--- src/rtl/ifu_axi_pkg.sv ---
// rtl/ifu_axi_pkg.sv - shared types and widths for the IFU AXI-lite fetch path
package ifu_axi_pkg;

  localparam int ADDR_W = 32;
  localparam int DATA_W = 64;
  localparam int INST_W = 32;

  typedef enum logic [1:0] {
    IDLE,
    ADDR,
    DATA,
    HOLD
  } fetch_state_t;

endpackage

--- src/rtl/ifu_axi_fetch.sv ---
// rtl/ifu_axi_fetch.sv - single-outstanding AXI-lite instruction fetch initiator with flush
module ifu_axi_fetch #(
  parameter int ADDR_W = ifu_axi_pkg::ADDR_W,
  parameter int DATA_W = ifu_axi_pkg::DATA_W
) (
  input  logic              clk,
  input  logic              rst_n,
  input  logic              req_valid,
  output logic              req_ready,
  input  logic [63:0]       req_pc,
  input  logic              flush,
  output logic              inst_valid,
  input  logic              inst_ready,
  output logic [31:0]       inst,
  output logic [63:0]       inst_pc,
  output logic              inst_err,
  output logic [ADDR_W-1:0] araddr,
  output logic              arvalid,
  input  logic              arready,
  input  logic [DATA_W-1:0] rdata,
  input  logic              rvalid,
  output logic              rready,
  input  logic              rresp
);

  import ifu_axi_pkg::*;

  fetch_state_t      state_q, state_d;
  logic [63:0]       pc_q, pc_d;
  logic              drop_q, drop_d;
  logic [ADDR_W-1:0] araddr_d;
  logic              arvalid_d, rready_d;
  logic              inst_valid_d, inst_err_d;
  logic [INST_W-1:0] inst_d;
  logic [63:0]       inst_pc_d;

  // A new PC is only taken when nothing is outstanding and no flush is pending.
  assign req_ready = (state_q == IDLE) && !flush;

  // Next-state and next-register values; every register holds unless a handshake moves it.
  always_comb begin
    state_d      = state_q;
    pc_d         = pc_q;
    drop_d       = drop_q;
    araddr_d     = araddr;
    arvalid_d    = arvalid;
    rready_d     = rready;
    inst_valid_d = inst_valid;
    inst_d       = inst;
    inst_pc_d    = inst_pc;
    inst_err_d   = inst_err;
    case (state_q)
      IDLE: begin
        if (req_valid && req_ready) begin
          pc_d      = req_pc;
          araddr_d  = req_pc[ADDR_W-1:0];
          arvalid_d = 1'b1;
          state_d   = ADDR;
        end
      end
      ADDR: begin
        // arvalid cannot be withdrawn, so a flush only marks the beat for discard.
        if (flush) drop_d = 1'b1;
        if (arready) begin
          arvalid_d = 1'b0;
          rready_d  = 1'b1;
          state_d   = DATA;
        end
      end
      DATA: begin
        if (rvalid) begin
          rready_d = 1'b0;
          if (drop_q || flush) begin
            drop_d  = 1'b0;
            state_d = IDLE;
          end else begin
            inst_d       = pc_q[2] ? rdata[2*INST_W-1:INST_W] : rdata[INST_W-1:0];
            inst_pc_d    = pc_q;
            inst_err_d   = rresp;
            inst_valid_d = 1'b1;
            state_d      = HOLD;
          end
        end else if (flush) begin
          drop_d = 1'b1;
        end
      end
      HOLD: begin
        if (flush || inst_ready) begin
          inst_valid_d = 1'b0;
          state_d      = IDLE;
        end
      end
      default: state_d = IDLE;
    endcase
  end

  // State and all registered outputs; reset abandons any transaction immediately.
  always_ff @(posedge clk or negedge rst_n) begin
    if (!rst_n) begin
      state_q    <= IDLE;
      pc_q       <= '0;
      drop_q     <= 1'b0;
      araddr     <= '0;
      arvalid    <= 1'b0;
      rready     <= 1'b0;
      inst_valid <= 1'b0;
      inst       <= '0;
      inst_pc    <= '0;
      inst_err   <= 1'b0;
    end else begin
      state_q    <= state_d;
      pc_q       <= pc_d;
      drop_q     <= drop_d;
      araddr     <= araddr_d;
      arvalid    <= arvalid_d;
      rready     <= rready_d;
      inst_valid <= inst_valid_d;
      inst       <= inst_d;
      inst_pc    <= inst_pc_d;
      inst_err   <= inst_err_d;
    end
  end

endmodule

--- config.mk ---
export PLATFORM = sky130hd
export DESIGN_NAME = ifu_axi_fetch
export DESIGN_NICKNAME = d
export VERILOG_FILES = /design/src/rtl/ifu_axi_pkg.sv /design/src/rtl/ifu_axi_fetch.sv
export SDC_FILE = /design/constraint.sdc
export NUM_CORES = 1
export LEC_CHECK = 0
export CAP_MARGIN = 20
export CORE_MARGIN = 1
export CORE_UTILIZATION = 44
export CTS_CLUSTER_SIZE = 10
export DETAILED_ROUTE_END_ITERATION = 7
export PLACE_DENSITY = 0.81
export SETUP_SLACK_MARGIN = 0.1
export SLEW_MARGIN = 0
export SYNTH_ARGS = -nofsm -noshare
export SYNTH_HDL_FRONTEND = slang
export SYNTH_SLANG_ARGS = --single-unit
export TNS_END_PERCENT = 10
--- constraint.sdc ---
create_clock -name clk -period 2.7 [get_ports clk]
set_clock_uncertainty 0.15 [all_clocks]
set_input_delay 0.54 -clock clk [delete_from_list [all_inputs] [get_ports clk]]
set_output_delay 0.54 -clock clk [all_outputs]
set_load 0.03 [all_outputs]
==> impl_metrics.csv, run 1 <==
group,metric,value,unit
run_status,outcome,"completed",
synth,synth_cell_type_count,20,
synth,yosysWarnings,0,
final_layout,syn_to_final_growth,47.62,%
setup_path,cp.arrival,1.60,ns
routing,via_per_inst,4.866,
synth,synth_top_cells_by_count,"176 x mux2_2, 167 x dfrtp_1, 41 x buf_4",
synth,postSynthCellCount,440,
power_and_ir_drop,powerDensity,1272,mW/mm²
cts,post-cts-setup-buffer-count,0,
place,place_hpwl,11.48,mm
timing,period_minus_slack,2.288,ns
synth,synth_top_area_cell,"dfrtp_1",
routing,antenna_left,0,
synth,synth_edf_count,0,
global_route,grt_overflow,0,
place,dp.cells,875,
routing,wire_per_inst,17.18,µm
min_path,holdCritPathClass,"reg2reg",
timing,tns,0,ns
global_route,grt_usage,20.09,%
setup_path,critPathKind,"reg2out",
cts,clock_path_buffers,2,
synth,synth_flop_cell,"dfrtp_1",
power_and_ir_drop,intPower,8.059,mW
timing,setup_viol,0,
synth,synth_area,0.006882,mm²
timing,rsz0062_at_grt,"no",
synth,async_flop_share,100.0,%
power_and_ir_drop,p_comb_share,47.9,%
final_layout,finalNetCount,820,
floorplan,dieWidth,127.1,µm
cts,cts_tree,"built",
floorplan,initial_core_util,45.10,%
synth,postSynthAreaPerCell,15.64,µm²
synth,synth_nets,576,
global_route,grt_pass1_wl,24.55,mm
timing,period_share,84.73,%
floorplan,dieArea,0.01614,mm²
power_and_ir_drop,clkPwrFrac,17.4,%
setup_path,startpoint_type,"flop",
power_and_ir_drop,vdd_drop_max,0.6408,mV
final_layout,antenna_cells,0,
routing,drc,0,
routing,routed_wl,15.60,mm
floorplan,die_y,127.1,µm
global_route,grt_pass1_vias,4760,
synth,synth_seq_cells,167,
synth,yosysMostFrequentCell,"mux2_2",
setup_path,critPathRequiredTime,2.01,ns
timing,clock.fmax,437.1,MHz
cts,clkLatencyLatePin,0.41,ns
setup_path,path_max_fanout,9,
timing,slew_viol_final,0,
cts,path_clk_slew,0.06,ns
timing,max_slew_margin,62.75,%
global_route,antenna_found_initial,0,
cts,numCtsBuffers,17,
synth,synthTopCellsByArea,"dfrtp_1 61%, mux2_2 29%, buf_4 4.5%, mux2_1 2.9%, buf_2 0.65%",
timing,worstMarginPinSlew,0.5587,ns
setup_path,path_cells,"nor3_1 > dlygate4sd2_1",
floorplan,io_pins,269,
timing,finalHoldViolations,0,
power_and_ir_drop,seq_power_share,34.7,%
setup_path,end_kind,"output pin",
flow_run,cap_viol_max_count,0,
global_route,grt_max_degree,66,
final_layout,layout-drive-gt1-share,31.42,%
cts,h-tree-depth,4,
cts,cts_root_buf,"clkbuf_16",
place,port_buffers,268,
setup_path,slowest_stage,"dfrtp_1",
power_and_ir_drop,switching_share,37.65,%
power_and_ir_drop,power.switching,4.867,mW
synth,netlist.area_leader.share,60.73,%
floorplan,fp.coreArea,0.01526,mm²
final_layout,finalNonFillerCells,908,
setup_path,crit_path_max_incr_delay,0.50,ns
power_and_ir_drop,p_leak,4.258,nW
synth,ys_seq_area_share,60.73,%
routing,num_vias,4418,
place,gp_congestion,0.7468,
cts,cts.sinks,167,
floorplan,rows,45,
routing,firstDrtPassIters,4,
routing,drt_first_iter_violations,126,
-- critical path: cells and delay by family, from the launching register on --
family	cells	cell delay (ns)
flip-flops	1	0.50
buffers and inverters	1	0.43
AND/OR/NAND/NOR	1	0.26
-- sequential cells by signal (all words and copies together), names as in the netlist --
| name | flops |
|---|---|
| state_q | 2 |
| pc_q | 33 |
| drop_q | 1 |
| inst_err | 1 |
| araddr | 31 |
| arvalid | 1 |
| rready | 1 |
| inst_pc | 64 |
| inst_valid | 1 |
| inst | 32 |
-- layout make-up --
cell class              instances  area (µm²)
clock inverters                11       101.3
clock buffers                  21       460.4
inverters                       2       7.507
multi-input cells             217        2328
well taps                     211       264.0
flip-flops and latches        167        4179
repair buffers                279        2818
fillers                      1088        5100
-- cells by family after synthesis --
kind of cell / Yosys count / synth area share, %
buffers and inverters: 56 / 5.455
AOI/OAI and AO/OA: 11 / 1.037
and+or+nand+nor: 12 / 1.037
DFF: 167 / 60.73
muxes: 194 / 31.75
-- per-layer routing --
metal	up-vias	GRT usage [%]	share of wire [%]
met5	-	0	0
met3	19	7.538	8.9
met4	0	7.353	1.4
met1	2222	21.04	37
met2	168	36.65	53
li1	2009	-	-
-- power by group through the flow --
stage | combinational [mW] | sequential (mW) | clock (mW)
3_5_place_dp | 6.25 | 4.54 | 0
5_1_grt | 6.48 | 4.67 | 2.43
4_1_cts | 6.26 | 4.51 | 2.32
2_1_floorplan | 2.50 | 5.83 | 0
3_3_place_gp | 6.13 | 4.43 | 0
6_report | 6.19 | 4.49 | 2.25
-- cells in the final DEF, fill, tap and decap left out, drive strengths merged, types with 2 or more instances in the layout --
| cell | netlist | layout |
|---|---|---|
| buf | 50 | 11 |
| clkbuf | 4 | 21 |
| mux2 | 194 | 194 |
| o21ai | 4 | 4 |
| o2bb2ai | 2 | 2 |
| nand2 | 5 | 5 |
| clkdlybuf4s50 | 0 | 266 |
| clkinvlp | 0 | 4 |
| dfrtp | 167 | 167 |
| nor2 | 2 | 2 |
| a21oi | 2 | 2 |
| clkinv | 0 | 6 |
| inv | 2 | 2 |
-- through the flow --
step | setup WS [ns] | util (%) | power, mW | hold WS (ns) | cell area, µm²
after floorplan | 0.2827 | - | 8.331 | 0.09441 | 6882
after global placement | 0.1626 | 62.84 | 10.56 | 0.3129 | 9588
after detailed placement | 0.1591 | 62.84 | 10.79 | 0.3195 | 9588
after CTS | 0.3805 | 66.58 | 13.09 | 0.3332 | 10160
after global routing | 0.3218 | 66.58 | 13.58 | 0.3590 | 10160
final | 0.4124 | 66.58 | 12.93 | 0.3308 | 10160
-- final timing paths --
check	startpoint	end	slack (ns)	cells after the start
max	state_q[0]$_DFFE_PN0P_	req_ready	0.41	2
min	arvalid$_DFFE_PN0P_	arvalid$_DFFE_PN0P_	0.33	1
max reg2reg	state_q[0]$_DFFE_PN0P_	pc_q[61]$_DFFE_PN0P_	0.71	4
min reg2reg	arvalid$_DFFE_PN0P_	arvalid$_DFFE_PN0P_	0.33	1
max in group asynchronous	rst_n	rready$_DFFE_PN0P_	1.16	3
min in group asynchronous	rst_n	inst_pc[54]$_DFFE_PN0P_	0.52	2
-- what timing repair did --
| item | CTS | global route |
|---|---|---|
| endpoints found under the setup margin | 1 | 0 |
| resized for setup | 1 | 0 |
| endpoints found under the hold margin | 55 | 0 |
| hold buffers | 1 | 0 |
No activity file was read; power rests on OpenSTA's default activity.
==> run 2, diff against run 1 <==
--- a/config.mk
+++ b/config.mk
@@ -7,10 +7,10 @@
 export LEC_CHECK = 0
 export CAP_MARGIN = 20
 export CORE_MARGIN = 1
-export CORE_UTILIZATION = 44
+export CORE_UTILIZATION = 40
 export CTS_CLUSTER_SIZE = 10
 export DETAILED_ROUTE_END_ITERATION = 7
-export PLACE_DENSITY = 0.81
+export PLACE_DENSITY = 0.77
 export SETUP_SLACK_MARGIN = 0.1
 export SLEW_MARGIN = 0
 export SYNTH_ARGS = -nofsm -noshare
==> constraint.sdc (replaced) <==
create_clock -name clk -period 2.1 [get_ports clk]
set_clock_uncertainty 0.15 [all_clocks]
set_input_delay 0.42 -clock clk [delete_from_list [all_inputs] [get_ports clk]]
set_output_delay 0.42 -clock clk [all_outputs]
set_load 0.03 [all_outputs]
==> run 2 against run 1 <==
  * First-iteration DRC count fell by 13%
  * Sequential share of layout area down 0.85 points
  * Non-clock buffer count up 13
  * Critical path depth shrank 1
  * Largest cell class unchanged
  * Largest power group unchanged
==> impl_metrics.csv, run 2 (synthesis results as in run 1) <==
group,metric,value,unit
floorplan,dieWidth,133.2,µm
final_layout,finalNonFillerCells,930,
routing,drc,0,
cts,clkLatencyLatePin,0.41,ns
setup_path,slowest_stage,"clkdlybuf4s50_1",
setup_path,r2r_cells,4,
timing,worstMarginPinSlew,0.3953,ns
place,dp_slack,-0.1973,ns
final_layout,largest_register_ff_count,64,
timing,period_minus_slack,2.048,ns
final_layout,syn_to_final_growth,50.73,%
min_path,holdCritPathClass,"in2async",
setup_path,path_cells,"clkdlybuf4s50_1",
setup_path,cp_num_buf_inv,1,
setup_path,critPathRequiredTime,1.53,ns
flow_run,cap_viol_max_count,0,
timing,clock.fmax,488.2,MHz
cts,post-cts-setup-buffer-count,0,
routing,routed_wl,15.95,mm
timing,setup_viol,0,
routing,via_per_inst,4.765,
final_layout,layout_common_cells,"241 x clkdlybuf4s50_1, 176 x mux2_2, 167 x dfrtp_1",
routing,antenna_left,0,
final_layout,antenna_cells,0,
setup_path,critPathKind,"reg2out",
routing,wire_per_inst,17.15,µm
cts,cts.sinks,167,
global_route,grt_max_degree,58,
timing,worst_slack,0.05160,ns
global_route,grt_overflow,0,
timing,period_share,97.54,%
power_and_ir_drop,vdd_drop_max,0.8274,mV
routing,num_vias,4431,
floorplan,dieArea,0.01773,mm²
timing,slew_viol_final,0,
final_layout,largest_register,"inst_pc",
timing,finalHoldViolations,0,
place,place_hpwl,11.99,mm
cts,numCtsBuffers,17,
final_layout,top_regs,"inst_pc (64), pc_q (33), inst (32)",
floorplan,fp.coreArea,0.01670,mm²
timing,tns,0,ns
place,dp.cells,897,
routing,drt_first_iter_violations,109,
final_layout,layout-drive-gt1-share,33.24,%
timing,rsz0062_at_grt,"yes",
power_and_ir_drop,p_leak,4.500,nW
cts,path_clk_slew,0.06,ns
place,port_buffers,268,
cts,h-tree-depth,4,
floorplan,die_y,133.2,µm
global_route,grt_pass1_wl,25.43,mm
cts,cts_tree,"built",
setup_path,end_kind,"output pin",
setup_path,path_max_fanout,2,
setup_path,crit_cells,1,
setup_path,crit_family,"buffers and inverters",
global_route,grt_pass1_vias,4829,
setup_path,cp.arrival,1.48,ns
setup_path,crit_path_max_incr_delay,0.72,ns
power_and_ir_drop,powerDensity,1608,mW/mm²
timing,max_slew_margin,73.65,%
cts,cts_root_buf,"clkbuf_16",
routing,firstDrtPassIters,4,
floorplan,io_pins,269,
global_route,grt_usage,18.51,%
run_status,outcome,"completed",
setup_path,startpoint_type,"flop",
final_layout,fill_cells,1276,
floorplan,initial_core_util,41.20,%
place,gp_congestion,0.7591,
global_route,antenna_found_initial,0,
final_layout,final_common_cell,"clkdlybuf4s50_1",
cts,clock_path_buffers,2,
final_layout,finalNetCount,833,
floorplan,rows,47,
power_and_ir_drop,p_total,16.68,mW
-- run 2: cell count changes in the layout (fill, tap and decap cells not counted), sizes merged --
cell | before | now
clkdlybuf4s50 | 266 | 241
buf | 11 | 26
dlygate4sd2 | 1 | 13
dlymetal6s2s | 0 | 11
inv | 2 | 6
clkinvlp | 4 | 2
clkbuf | 21 | 20
clkinv | 6 | 5
-- run 2: where the power goes --
part           switching [mW]  internal, mW
logic                    4.13          3.83
registers               0.930          4.83
clock network            1.26          1.71
total                    6.32          10.4
-- run 2: final cells by class --
type | instances | area, µm² | area share (%)
sequential | 167 | 4179 | 40.29
tap | 220 | 275.3 | 2.654
clock inverter | 12 | 116.4 | 1.122
timing repair buffer | 292 | 2998 | 28.90
inverter | 2 | 7.507 | 0.07238
clock buffer | 20 | 456.7 | 4.403
multi-input combinational | 217 | 2340 | 22.56
-- run 2: final timing paths --
kind / to / startpoint / slack [ns]
worst max register to register: araddr[28]$_DFFE_PN0P_ / state_q[0]$_DFFE_PN0P_ / 0.22
max in group asynchronous: inst_pc[5]$_DFFE_PN0P_ / rst_n / 0.87
worst min-delay path: inst[15]$_DFFE_PN0P_ / rst_n / 0.31
min in group clk: inst[28]$_DFFE_PN0P_ / inst[28]$_DFFE_PN0P_ / 0.34
worst max-delay path: inst[3] / inst[3]$_DFFE_PN0P_ / 0.05
worst min register to register: inst[28]$_DFFE_PN0P_ / inst[28]$_DFFE_PN0P_ / 0.34
-- run 2: worst register-to-register path: stages, from the launching register on --
cell,delay (ns)
dfrtp_1,0.52
nor3_4,0.24
and2_2,0.28
buf_12,0.20
mux2_2,0.37
-- run 2: metal layers --
layer | vias up | global-route usage (%) | wire length [µm]
li1 | 2036 | - | -
met1 | 2195 | 20.61 | 6260
met2 | 177 | 32.64 | 8117
met3 | 23 | 6.393 | 1284
met4 | 0 | 6.881 | 287
met5 | - | 0 | 0
-- run 2: repair_timing --
item	CTS	global route
endpoints found under the setup margin	132	119
gates resized for setup	13	11
pin swaps	0	0
endpoints found under the hold margin	31	0
hold buffers	1	0
-- run 2: through the flow --
| step | hold slack (ns) | cell area, µm² | util [%] |
|---|---|---|---|
| floorplan | -0.02559 | 6893 | - |
| detailed placement | 0.1923 | 9778 | 58.55 |
| finish | 0.3136 | 10370 | 62.11 |
| global placement | 0.1904 | 9778 | 58.55 |
| global route | 0.3239 | 10370 | 62.11 |
| CTS | 0.3151 | 10340 | 61.94 |
==> run 3, diff against run 2 <==
--- a/config.mk
+++ b/config.mk
@@ -6,6 +6,7 @@
 export NUM_CORES = 1
 export LEC_CHECK = 0
 export CAP_MARGIN = 20
+export CORE_ASPECT_RATIO = 1.1
 export CORE_MARGIN = 1
 export CORE_UTILIZATION = 40
 export CTS_CLUSTER_SIZE = 10
==> run 3 against run 2 <==
  * Wire length shrank 0.58%
  * Sequential cell count stayed put
  * Sequential power barely moved
  * Register-to-register slack better by 0.06 ns
  * Via count barely moved
  * Sequential share of layout area fell by 0.092 points
  * Utilization is 0.47 points higher
  * Non-clock buffer count up 2
  * Design area grew 0.23%
==> impl_metrics.csv, run 3 (synthesis results as in run 1) <==
group,metric,value,unit
routing,wire_per_inst,16.85,µm
min_path,holdCritPathClass,"reg2reg",
routing,via_per_inst,4.710,
setup_path,startpoint_type,"flop",
setup_path,cp_num_buf_inv,1,
place,port_buffers,268,
place,gp_congestion,0.7590,
timing,worst_slack,0.06303,ns
setup_path,critPathKind,"reg2out",
timing,period_share,97.00,%
power_and_ir_drop,p_total,16.73,mW
global_route,grt_pass1_wl,25.49,mm
floorplan,io_pins,269,
setup_path,end_kind,"output pin",
routing,drt_first_iter_violations,98,
place,dp_slack,-0.1747,ns
cts,clkLatencyLatePin,0.41,ns
final_layout,seqCellArea,0.004179,mm²
power_and_ir_drop,vdd_drop_max,0.9285,mV
power_and_ir_drop,p_leak,4.518,nW
setup_path,path_cells,"clkdlybuf4s50_1",
floorplan,die_y,139.6,µm
place,place_hpwl,11.91,mm
setup_path,crit_family,"buffers and inverters",
timing,setup_viol,0,
power_and_ir_drop,powerDensity,1610,mW/mm²
floorplan,fp.coreArea,0.01661,mm²
run_status,outcome,"completed",
timing,rsz0062_at_grt,"yes",
routing,firstDrtPassIters,4,
routing,antenna_left,0,
cts,cts_tree,"built",
final_layout,largest_register,"inst_pc",
final_layout,layout_common_cells,"240 x clkdlybuf4s50_1, 176 x mux2_2, 167 x dfrtp_1",
global_route,grt_usage,18.56,%
cts,numCtsBuffers,17,
cts,post-cts-setup-buffer-count,0,
floorplan,rows,49,
routing,routed_wl,15.86,mm
flow_run,cap_viol_max_count,0,
timing,period_minus_slack,2.037,ns
final_layout,fill_cells,1261,
final_layout,utilization,62.57,%
timing,worstMarginPinSlew,0.4840,ns
timing,slew_viol_final,0,
setup_path,path_max_fanout,2,
setup_path,crit_path_max_incr_delay,0.68,ns
floorplan,dieWidth,127.1,µm
timing,max_slew_margin,67.74,%
setup_path,critPathRequiredTime,1.53,ns
cts,cts_root_buf,"clkbuf_16",
global_route,antenna_found_initial,0,
cts,clock_path_buffers,2,
final_layout,final_common_cell,"clkdlybuf4s50_1",
timing,finalHoldViolations,0,
routing,drc,0,
final_layout,syn_to_final_growth,51.07,%
cts,path_clk_slew,0.07,ns
final_layout,top_regs,"inst_pc (64), pc_q (33), inst (32)",
final_layout,finalNetCount,835,
cts,h-tree-depth,4,
place,place_area,0.009792,mm²
timing,clock.fmax,490.9,MHz
cts,cts.sinks,167,
final_layout,largest_register_ff_count,64,
setup_path,slowest_stage,"clkdlybuf4s50_1",
final_layout,multi_input_area,0.002340,mm²
final_layout,layout-drive-gt1-share,33.29,%
place,dp.cells,908,
final_layout,finalNonFillerCells,941,
global_route,grt_overflow,0,
floorplan,initial_core_util,41.42,%
floorplan,dieArea,0.01773,mm²
routing,num_vias,4432,
global_route,grt_max_degree,49,
final_layout,antenna_cells,0,
setup_path,cp.arrival,1.47,ns
final_layout,fin_area,0.01040,mm²
global_route,grt_pass1_vias,4860,
run 3: through the flow:
step,TNS [ns],hold slack [ns]
6_report,0,0.3357
5_1_grt,0,0.3588
4_1_cts,0,0.3382
3_5_place_dp,-22.57,0.2539
3_3_place_gp,-15.64,0.2455
2_1_floorplan,0,-0.02559
run 3: path summary, 6_finish.rpt:
check,start,to,slack [ns],depth (start not counted)
max in group asynchronous,rst_n,inst_pc[61]$_DFFE_PN0P_,0.85,3
min,inst_pc[9]$_DFFE_PN0P_,inst_pc[9]$_DFFE_PN0P_,0.34,1
max reg2reg,state_q[1]$_DFFE_PN0P_,inst[0]$_DFFE_PN0P_,0.28,5
max,inst[12]$_DFFE_PN0P_,inst[12],0.06,1
min reg2reg,inst_pc[9]$_DFFE_PN0P_,inst_pc[9]$_DFFE_PN0P_,0.34,1
min in group asynchronous,rst_n,inst_pc[1]$_DFFE_PN0P_,0.37,2
run 3: area by class of cell:
cell class	instances	share of cell area, %
multi-input cells	217	22.51
clock inverters	13	1.420
inverters	2	0.07221
clock buffers	19	4.164
flip-flops and latches	167	40.20
repair buffers	294	28.88
well taps	229	2.756
run 3: report_power, final:
group          total, mW  switching, mW  leakage [nW]  internal (mW)
Sequential          5.77          0.941          2.04           4.83
Clock               3.04           1.27         0.264           1.76
Combinational       7.93           4.11          2.21           3.83
run 3: worst register-to-register path, cell delays in order, from the launching register on:
cell     delay [ns]
dfrtp_1        0.47
nand2_1        0.16
nor4_4         0.17
buf_4          0.20
buf_12         0.19
mux2_2         0.37
run 3: routing by layer:
layer  vias to the layer above  part of all wire [%]  global-route usage [%]
li1                       2033                     -                       -
met1                      2201                    38                   20.86
met2                       175                    53                   32.71
met3                        23                   7.7                   6.228
met4                         0                   2.1                   6.516
met5                         -                     0                       0
run 3: what timing repair did:
action | 4_1_cts | 5_1_grt
hold endpoints to repair | 41 | 0
resized for setup | 13 | 12
setup endpoints to repair | 131 | 120
hold buffers | 1 | 0
